===== src/rtl/fir_pkg.sv =====
// fir_pkg: shared constants and helpers for the shift-coefficient FIR.
//   SHIFT_W     - bits per packed shift amount
//   TAP_MAX     - largest supported tap count
//   shift_t     - one shift amount
//   shift_set_t - a full shift set, zero-extended to TAP_MAX entries
//   term_t      - one DATA_W-wide term for the default 16-bit build
//   shift_of()  - returns the shift amount used by tap idx
// The FIR top declares its own term array from term_t's pattern, because
// DATA_W and TAPS are module parameters that a package cannot see.
package fir_pkg;

  localparam int SHIFT_W = 4;
  localparam int TAP_MAX = 16;

  typedef logic [SHIFT_W-1:0]         shift_t;
  typedef logic [SHIFT_W*TAP_MAX-1:0] shift_set_t;
  typedef logic [15:0]                term_t;

  function automatic shift_t shift_of(input shift_set_t shifts, input int idx);
    return shifts[SHIFT_W*idx +: SHIFT_W];
  endfunction

endpackage


===== src/rtl/fir_shift_approx_pipe_approx_adder.sv =====
// approx_adder: DATA_W-bit adder with an optional carry cut at bit APPROX_K-1.
//   a, b      - addends
//   approx_en - 1 = the carry out of bit APPROX_K-1 is a[K-1] & b[K-1] only
//   sum       - (a + b) mod 2^DATA_W, or the carry-cut variant
// Bits below APPROX_K are always added exactly among themselves; only the
// carry they would pass upward is replaced. APPROX_K = 0 gives an exact adder.
// Supported range: 0 <= APPROX_K < DATA_W.
module approx_adder #(
  parameter int DATA_W   = 16,
  parameter int APPROX_K = 2
) (
  input  logic [DATA_W-1:0] a,
  input  logic [DATA_W-1:0] b,
  input  logic              approx_en,
  output logic [DATA_W-1:0] sum
);

  generate
    if (APPROX_K == 0) begin : g_exact
      logic unused_approx_en;
      assign unused_approx_en = approx_en;
      assign sum = a + b;
    end else begin : g_cut
      logic [APPROX_K:0]        low;
      logic                     carry;
      logic [DATA_W-APPROX_K-1:0] high;

      assign low   = {1'b0, a[APPROX_K-1:0]} + {1'b0, b[APPROX_K-1:0]};
      // Cut mode drops the propagate term: only a generate at bit K-1 carries.
      assign carry = approx_en ? (a[APPROX_K-1] & b[APPROX_K-1]) : low[APPROX_K];
      assign high  = a[DATA_W-1:APPROX_K] + b[DATA_W-1:APPROX_K]
                   + (DATA_W-APPROX_K)'(carry);
      assign sum   = {high, low[APPROX_K-1:0]};
    end
  endgenerate

endmodule


===== src/rtl/fir_shift_approx_pipe.sv =====
// fir_shift_approx_pipe: multiplierless FIR, y[n] = sum_i (x[n-i] >> SHIFT_i).
//   clk, rst    - clock, asynchronous active-high reset
//   flush       - synchronous clear of history, fill count and valids
//   in_valid    - sample strobe; in_data is the newest sample (tap 0)
//   approx_en   - selects carry-cut adders for the sample taken with in_valid
//   out_valid   - result strobe; out_data holds between strobes
//   out_data    - sum modulo 2^DATA_W
//   out_primed  - result covers TAPS real samples
// Build option: define FIR_PIPE_EN for a two-stage version (terms registered,
// then the adder-chain sum), latency 2; otherwise latency 1.
import fir_pkg::*;

module fir_shift_approx_pipe #(
  parameter int                       DATA_W   = 16,
  parameter int                       TAPS     = 5,
  parameter logic [SHIFT_W*TAPS-1:0]  SHIFTS   = {4'd1, 4'd2, 4'd3, 4'd4, 4'd5},
  parameter int                       APPROX_K = 2
) (
  input  logic              clk,
  input  logic              rst,
  input  logic              flush,
  input  logic              in_valid,
  input  logic [DATA_W-1:0] in_data,
  input  logic              approx_en,
  output logic              out_valid,
  output logic [DATA_W-1:0] out_data,
  output logic              out_primed
);

  localparam int         CNT_W      = $clog2(TAPS + 1);
  localparam shift_set_t SHIFTS_EXT = shift_set_t'(SHIFTS);

  typedef logic [DATA_W-1:0] term_arr_t [TAPS];

  logic [DATA_W-1:0] hist [TAPS-1];
  term_arr_t         tap, term, add_in, acc;
  logic              add_en;
  logic [CNT_W-1:0]  cnt, cnt_next;
  logic              primed_next, accept;

  assign accept      = in_valid & ~flush;
  assign cnt_next    = (cnt == CNT_W'(TAPS)) ? cnt : cnt + 1'b1;
  assign primed_next = (cnt_next == CNT_W'(TAPS));

  always_comb begin
    tap[0] = in_data;
    for (int i = 1; i < TAPS; i++) tap[i] = hist[i-1];
    for (int i = 0; i < TAPS; i++) term[i] = tap[i] >> shift_of(SHIFTS_EXT, i);
  end

  always_ff @(posedge clk or posedge rst) begin
    if (rst) begin
      for (int i = 0; i < TAPS-1; i++) hist[i] <= '0;
      cnt <= '0;
    end else if (flush) begin
      for (int i = 0; i < TAPS-1; i++) hist[i] <= '0;
      cnt <= '0;
    end else if (in_valid) begin
      hist[0] <= in_data;
      for (int i = 1; i < TAPS-1; i++) hist[i] <= hist[i-1];
      cnt <= cnt_next;
    end
  end

  // Left-to-right chain: acc[i] = acc[i-1] + add_in[i].
  assign acc[0] = add_in[0];
  generate
    for (genvar g = 1; g < TAPS; g++) begin : g_chain
      approx_adder #(.DATA_W(DATA_W), .APPROX_K(APPROX_K)) u_add (
        .a         (acc[g-1]),
        .b         (add_in[g]),
        .approx_en (add_en),
        .sum       (acc[g])
      );
    end
  endgenerate

`ifdef FIR_PIPE_EN
  term_arr_t s1_term;
  logic      s1_approx, s1_valid, s1_primed;

  assign add_in = s1_term;
  assign add_en = s1_approx;

  always_ff @(posedge clk or posedge rst) begin
    if (rst) begin
      for (int i = 0; i < TAPS; i++) s1_term[i] <= '0;
      s1_approx  <= 1'b0;
      s1_valid   <= 1'b0;
      s1_primed  <= 1'b0;
      out_valid  <= 1'b0;
      out_data   <= '0;
      out_primed <= 1'b0;
    end else begin
      s1_valid  <= accept;
      out_valid <= s1_valid & ~flush;
      if (accept) begin
        s1_term   <= term;
        s1_approx <= approx_en;
        s1_primed <= primed_next;
      end
      // flush kills the stage-1 result that would otherwise land this edge.
      if (flush) begin
        out_primed <= 1'b0;
      end else if (s1_valid) begin
        out_data   <= acc[TAPS-1];
        out_primed <= s1_primed;
      end
    end
  end
`else
  assign add_in = term;
  assign add_en = approx_en;

  always_ff @(posedge clk or posedge rst) begin
    if (rst) begin
      out_valid  <= 1'b0;
      out_data   <= '0;
      out_primed <= 1'b0;
    end else begin
      out_valid <= accept;
      if (flush) begin
        out_primed <= 1'b0;
      end else if (in_valid) begin
        out_data   <= acc[TAPS-1];
        out_primed <= primed_next;
      end
    end
  end
`endif

endmodule


===== config.mk =====
export PLATFORM = sky130hd
export DESIGN_NAME = fir_shift_approx_pipe
export DESIGN_NICKNAME = d
export VERILOG_FILES = /design/src/rtl/fir_pkg.sv /design/src/rtl/fir_shift_approx_pipe_approx_adder.sv /design/src/rtl/fir_shift_approx_pipe.sv
export SDC_FILE = /design/constraint.sdc
export NUM_CORES = 1
export LEC_CHECK = 0
export CAP_MARGIN = 20
export CORE_MARGIN = 10
export CORE_UTILIZATION = 50
export CTS_BUF_LIST = sky130_fd_sc_hd__clkbuf_8
export DETAILED_ROUTE_END_ITERATION = 10
export GPL_ROUTABILITY_DRIVEN = 0
export HOLD_SLACK_MARGIN = 0.15
export MAX_ROUTING_LAYER = met4
export PLACE_DENSITY_LB_ADDON = 0.12
export SLEW_MARGIN = 5
export SYNTH_ARGS = -nofsm -noshare
export SYNTH_HDL_FRONTEND = slang
export SYNTH_SLANG_ARGS = --single-unit

===== constraint.sdc =====
create_clock -name clk -period 5.4 [get_ports clk]
set_input_delay 0.81 -clock clk [delete_from_list [all_inputs] [get_ports clk]]
set_output_delay 0.81 -clock clk [all_outputs]
set_load 0.05 [all_outputs]

==> results of run 1 <==
-- state kept, by name, indices dropped and copies added (netlist names) --
| name | cells |
|---|---|
| out_data | 16 |
| out_valid | 1 |
| hist | 6 |
| out_primed | 1 |
| cnt | 3 |
| add_in | 54 |
-- where the power goes --
group	total [mW]	switching (mW)	internal (mW)
logic	0.500	0.292	0.208
registers	0.675	0.0276	0.647
clock network	0.436	0.217	0.219
-- final cells by class --
| cell class | instances | share of cell area [%] |
|---|---|---|
| clock inverters | 4 | 0.748 |
| well taps | 136 | 2.75 |
| multi-input cells | 339 | 48.2 |
| repair buffers | 73 | 10.3 |
| clock buffers | 10 | 2.22 |
| flip-flops and latches | 81 | 32.8 |
| inverters | 49 | 2.99 |
-- per-layer routing --
layer	vias to the layer above	track usage [%]
met5	-	-
met4	0	7.38
met3	15	2.36
met2	59	20.1
met1	1738	20.2
li1	1763	-
-- through the flow --
stage | setup TNS [ns] | utilization, %
after detailed placement | -2.84 | 57.5
after global routing | 0 | 60.5
final | 0 | 60.5
after global placement | -2.29 | 57.5
after CTS | 0 | 59.6
after floorplan | 0 | -
-- path summary, 6_finish.rpt --
path,to,from,slack (ns),depth (start not counted)
max,out_data[12],in_data[5],0.21,21
min,out_data[2],out_data[2],0.48,2
max reg2reg,out_data[12],add_in[48],0.47,20
min reg2reg,out_data[2],out_data[2],0.48,2
max in group asynchronous,add_in[25],rst,3.55,3
min in group asynchronous,out_data[2],rst,0.85,2
-- worst max-delay path: stages --
cell and delay, ns:
dlygate4sd2_1 0.24, ha_2 0.17, fa_1 0.50, inv_1 0.06
fa_1 0.50, fa_1 0.40, o21ai_2 0.16, fa_1 0.43
inv_1 0.09, fa_1 0.38, inv_1 0.06, ha_2 0.18
inv_2 0.04, fa_2 0.36, nor2b_4 0.13, o31a_1 0.20
nor4_4 0.06, buf_4 0.14, o31ai_1 0.24, nor2_1 0.07
o31ai_1 0.22
-- kinds of logic after synthesis --
group,Yosys count
buffers and inverters,68
DFF,81
adders and majority gates,75
xor gates and xnor gates,14
and+or+nand+nor,123
muxes,64
AOI/OAI and AO/OA,63
-- Yosys cell counts, types with 3 or more instances --
cell and instances:
mux2i_1 64, ha_1 45, clkbuf_1 12, o211ai_1 3, o31a_1 3, nand4_1 3
dfrtp_1 81, nor2_1 69, xnor2_1 10, fa_1 30, inv_1 48, nor3_1 3
a21o_1 8, xor2_1 4, o21ai_0 18, nand2b_1 6, and2_1 3, nand2_1 22
nand3_1 4, buf_2 6, a21oi_1 13
-- repair_timing --
| item | 4_1_cts | 5_1_grt |
|---|---|---|
| resized for setup | 9 | 13 |
| setup endpoints to repair | 3 | 6 |
| cloned | 0 | 0 |
| pin swaps | 9 | 14 |
| buffers inserted | 2 | 3 |
==> run_results.csv, run 1 <==
group,metric,value,unit
run_status,status,"finished, final reports clean",
final_layout,layout_commonest_cell,"dfrtp_1",
yosys,postSynthAreaPerCell,10.6,sq um
sta,rsz0062_at_grt,"false",
routing,vias_per_cell,5.17,
yosys,synth_top_area_share,39.0,%
yosys,synth_seq_cells,81,
final_layout,nets,649,
die,start_util,50.8,%
die,coreArea,10200,sq um
placement,dp_hpwl,7160,um
routing,wl_per_cell,14.3,um
sta,finalMaxSlewViolations,0,
clock_tree,clockBufferDepth,2,
final_layout,final_cell_mix,"81 x dfrtp_1, 69 x nor2_1, 64 x mux2i_1",
yosys,synth_fp_nets,584,
yosys,synth_area_leaders,"dfrtp_1 39%, mux2i_1 12%, fa_1 12%",
routing,drt-total-wl,9880,um
yosys,yosys.area_share.simple,11.0,%
yosys,synth_top_family_by_area,"adder cells",
grt,grtUsageTotal,14.5,%
grt,grt_max_degree,65,
routing,dr.pass1.iters,4,
yosys,synth_cell_type_count,49,
sta,fin_skew,0.00762,ns
clock_tree,path_clk_slew,0.08,ns
routing,wl_met3,359,um
final_layout,syn_to_final_growth,19.1,%
clock_tree,clk_latency,0.36,ns
yosys,ys_seq_area_share,39.0,%
yosys,ys_async_sr_fraction,100,%
final_layout,design_area,6190,sq um
worst_setup_path,end_kind,"flip-flop",
job,cap_violations,0,
worst_setup_path,worst_ep_required_time,5.67,ns
pwr,power,1.61,mW
routing,met1_length,5060,um
final_layout,seqCellArea,2030,sq um
clock_tree,cts_tree,"yes",
yosys,synth_adder_area_share,22.4,%
placement,port_buffers,37,
pwr,ir_worst_vdd,173,uV
grt,grt_overflow,0,
sta,setup_slack,0.211,ns
die,die_h,122,um
final_layout,drive_above_1_share,13.1,%
yosys,syn-instance-count,488,
sta,max_clock_freq,193,MHz
pwr,powerDensity,260,nW/um^2
placement,postPlaceCellArea,5880,sq um
die,io_pins,39,
sta,worstMarginPinSlew,0.696,ns
placement,post-place-ws,-0.549,ns
final_layout,fillers,894,
routing,vias,3575,
die,row_count,37,
sta,hold_viol_final,0,
routing,route.met2.wl,4240,um
yosys,yosysTopAreaCell,"dfrtp_1",
yosys,synthMuxAreaShare,12.3,%
grt,antenna_found_initial,0,
sta,slew_headroom,53.6,%
routing,top_layer,"met4",
sta,finalSetupViolations,0,
yosys,synthXorXnorAreaFrac,2.36,%
clock_tree,htreeDepth,3,
clock_tree,cts_hold_buf,0,
pwr,leakagePower,3.19,nW
sta,timing.hold.ws,0.477,ns
yosys,syn_area,5190,sq um
routing,ant_nets,0,
final_layout,finalNonFillerCells,692,
grt,grt_pass1_vias,3639,
worst_setup_path,start_kind,"input pin",
worst_setup_path,crit_arrival,5.46,ns
routing,drt_iter0_markers,171,
sta,period_share,96.1,%
routing,drc,0,
clock_tree,clkSinkCount,81,
final_layout,multi_input_area,2990,sq um
clock_tree,cts-root-buf,"clkbuf_8",
sta,min_period,5.19,ns
yosys,synth_edf_count,0,
worst_setup_path,path_class,"input pin to flip-flop",
final_layout,diodes,0,
yosys,synth-compound-area-share,7.88,%
placement,placed_cells,673,
worst_setup_path,cp_max_fo,2,
yosys,ys.flop_type,"dfrtp_1",
grt,grt_pass1_wl,17100,um
die,fp.dieArea,14900,sq um
yosys,yosys_warnings,0,
die,fp.dieW,122,um
hold_path,hp-class,"flip-flop to flip-flop",
clock_tree,cts_buffers,9,
Power figures use the tool's default switching activity.
==> run 2, diff against run 1 <==
--- a/config.mk
+++ b/config.mk
@@ -7,7 +7,7 @@
 export LEC_CHECK = 0
 export CAP_MARGIN = 20
 export CORE_MARGIN = 10
-export CORE_UTILIZATION = 50
+export CORE_UTILIZATION = 45
 export CTS_BUF_LIST = sky130_fd_sc_hd__clkbuf_8
 export DETAILED_ROUTE_END_ITERATION = 10
 export GPL_ROUTABILITY_DRIVEN = 0
==> run_results.csv, run 2 (synthesis results as in run 1) <==
group,metric,value,unit
die,fp.dieW,127,um
placement,dp_hpwl,7120,um
clock_tree,path_clk_slew,0.09,ns
clock_tree,clkSinkCount,81,
worst_setup_path,crit_path_cell_trace,"clkdlybuf4s50_1 > ha_4 > nor2b_2 > o21ai_2 > a21oi_2 > o31a_1 > o31a_1 > buf_4 > a22o_1 > fa_1 > fa_1 > ha_4 > ha_4 > a21o_1 > a21o_1 > a21oi_2 > or3_1 > o211ai_1 > a221o_1",
worst_setup_path,crit_top_cell,"ha_4",
grt,met1_usage,19.5,%
sta,worstMarginPinSlew,1.06,ns
routing,drt_iter0_markers,194,
worst_setup_path,start_kind,"input pin",
grt,grt_pass1_wl,17700,um
routing,vias_per_cell,5.04,
final_layout,fillers,1031,
sta,slew_headroom,29.5,%
grt,grt_busiest_layer,"met1",
die,coreArea,11400,sq um
worst_setup_path,path_class,"input pin to flip-flop",
clock_tree,clockBufferDepth,2,
worst_setup_path,path_buf_inv,2,
sta,finalSetupTns,0,ns
final_layout,layout_commonest_cell,"dfrtp_1",
worst_setup_path,r2r-end,"out_data[14]",
worst_setup_path,worst_ep_required_time,5.67,ns
worst_setup_path,r2r_start,"add_in[48]",
pwr,power,1.64,mW
final_layout,diodes,0,
placement,postPlaceCellArea,5910,sq um
grt,use_met2,18.2,%
sta,fin_skew,0.00913,ns
pwr,powerDensity,263,nW/um^2
final_layout,largest_reg_flops,54,
routing,vias,3530,
pwr,leakagePower,3.17,nW
worst_setup_path,cp_top_family,"compound AO/OA/AOI/OAI gates",
routing,dr.pass1.iters,4,
sta,min_period,5.21,ns
die,start_util,45.7,%
grt,grt_max_degree,66,
worst_setup_path,r2r_cells,21,
final_layout,final_cell_mix,"81 x dfrtp_1, 69 x nor2_1, 64 x mux2i_1",
grt,grt_pass1_vias,3618,
job,cap_violations,0,
sta,timing.hold.ws,0.480,ns
run_status,status,"finished, final reports clean",
pwr,ir_worst_vdd,162,uV
placement,placed_cells,682,
clock_tree,cts_hold_buf,0,
clock_tree,clk_latency,0.38,ns
final_layout,seqCellArea,2030,sq um
routing,wl_per_cell,14.5,um
sta,period_share,96.4,%
final_layout,nets,649,
final_layout,drive_above_1_share,14.2,%
worst_setup_path,end_kind,"flip-flop",
clock_tree,cts_buffers,9,
worst_setup_path,crit_arrival,5.48,ns
grt,grtUsageTotal,13.6,%
worst_setup_path,cp_max_fo,3,
final_layout,design_area,6240,sq um
sta,finalMaxSlewViolations,0,
die,die_h,127,um
routing,ant_nets,0,
hold_path,hp-class,"flip-flop to flip-flop",
grt,antenna_found_initial,0,
worst_setup_path,crit_end,"out_data[15]",
die,row_count,39,
final_layout,multi_input_area,3020,sq um
die,io_pins,39,
hold_path,hold_path_startpoint,"out_data[0]",
worst_setup_path,critPathMaxStageDelay,0.57,ns
routing,drc,0,
final_layout,syn_to_final_growth,20.1,%
die,fp.dieArea,16200,sq um
final_layout,finalNonFillerCells,701,
worst_setup_path,cp.depth,19,
routing,drt-total-wl,10200,um
worst_setup_path,reg2reg_setup_slack,0.47,ns
grt,grt_overflow,0,
sta,rsz0062_at_grt,"false",
worst_setup_path,startpoint,"in_data[9]",
sta,hold_viol_final,0,
clock_tree,cts_tree,"yes",
grt,met3_usage,2.85,%
placement,port_buffers,37,
sta,max_clock_freq,192,MHz
sta,finalSetupViolations,0,
clock_tree,htreeDepth,3,
worst_setup_path,critPathSlowestCell,"fa_1",
clock_tree,cts-root-buf,"clkbuf_8",
-- run 2: cell count changes in the layout (fill, tap and decap cells not counted), sizes merged --
cell           before  now
clkdlybuf4s50      32   33
inv                48   49
clkbuf             10    9
dlymetal6s2s        2    1
clkinv              3    4
clkinvlp            1    2
-- run 2: report_power, final --
part	internal (mW)	total (mW)	switching [mW]
Combinational	0.212	0.502	0.290
Sequential	0.647	0.675	0.0275
Clock	0.214	0.461	0.248
-- run 2: layout make-up --
cell class,count,area share (%)
multi-input cells,339,48.4
flip-flops and latches,81,32.5
repair buffers,73,10.2
inverters,49,2.97
well taps,143,2.87
clock buffers,9,1.99
clock inverters,7,1.14
-- run 2: tightest hold or removal path, cell delays in order, from the launching register on --
cell and delay, ns:
dfrtp_1 0.35, nand2_1 0.05, nand2_1 0.05
-- run 2: worst min path at each step --
stage	endpoint	depth (start not counted)	slack (ns)
finish	out_data[0]	2	0.48
global route	out_data[9]	2	0.50
floorplan	hist[33]	2	0.49
CTS	out_data[2]	2	0.49
detailed placement	out_data[2]	2	0.47
global placement	out_data[6]	1	0.46
-- run 2: timing repair --
action                     CTS  global route
buffers inserted             2             1
setup endpoints to repair    3             5
pin swaps                    9            14
gates resized for setup      8            17
-- run 2: layer usage --
layer | routed length, um | up-vias
met1 | 5330 | 1698
met5 | 0 | -
met4 | 161 | 0
met2 | 4290 | 56
li1 | - | 1763
met3 | 367 | 13
-- run 2: per-stage QoR --
stage	worst slack (ns)	util, %
detailed placement	-0.517	52.0
global placement	-0.442	52.0
finish	0.192	54.9
global route	0.00515	54.9
CTS	0.00673	53.9
floorplan	0.141	-
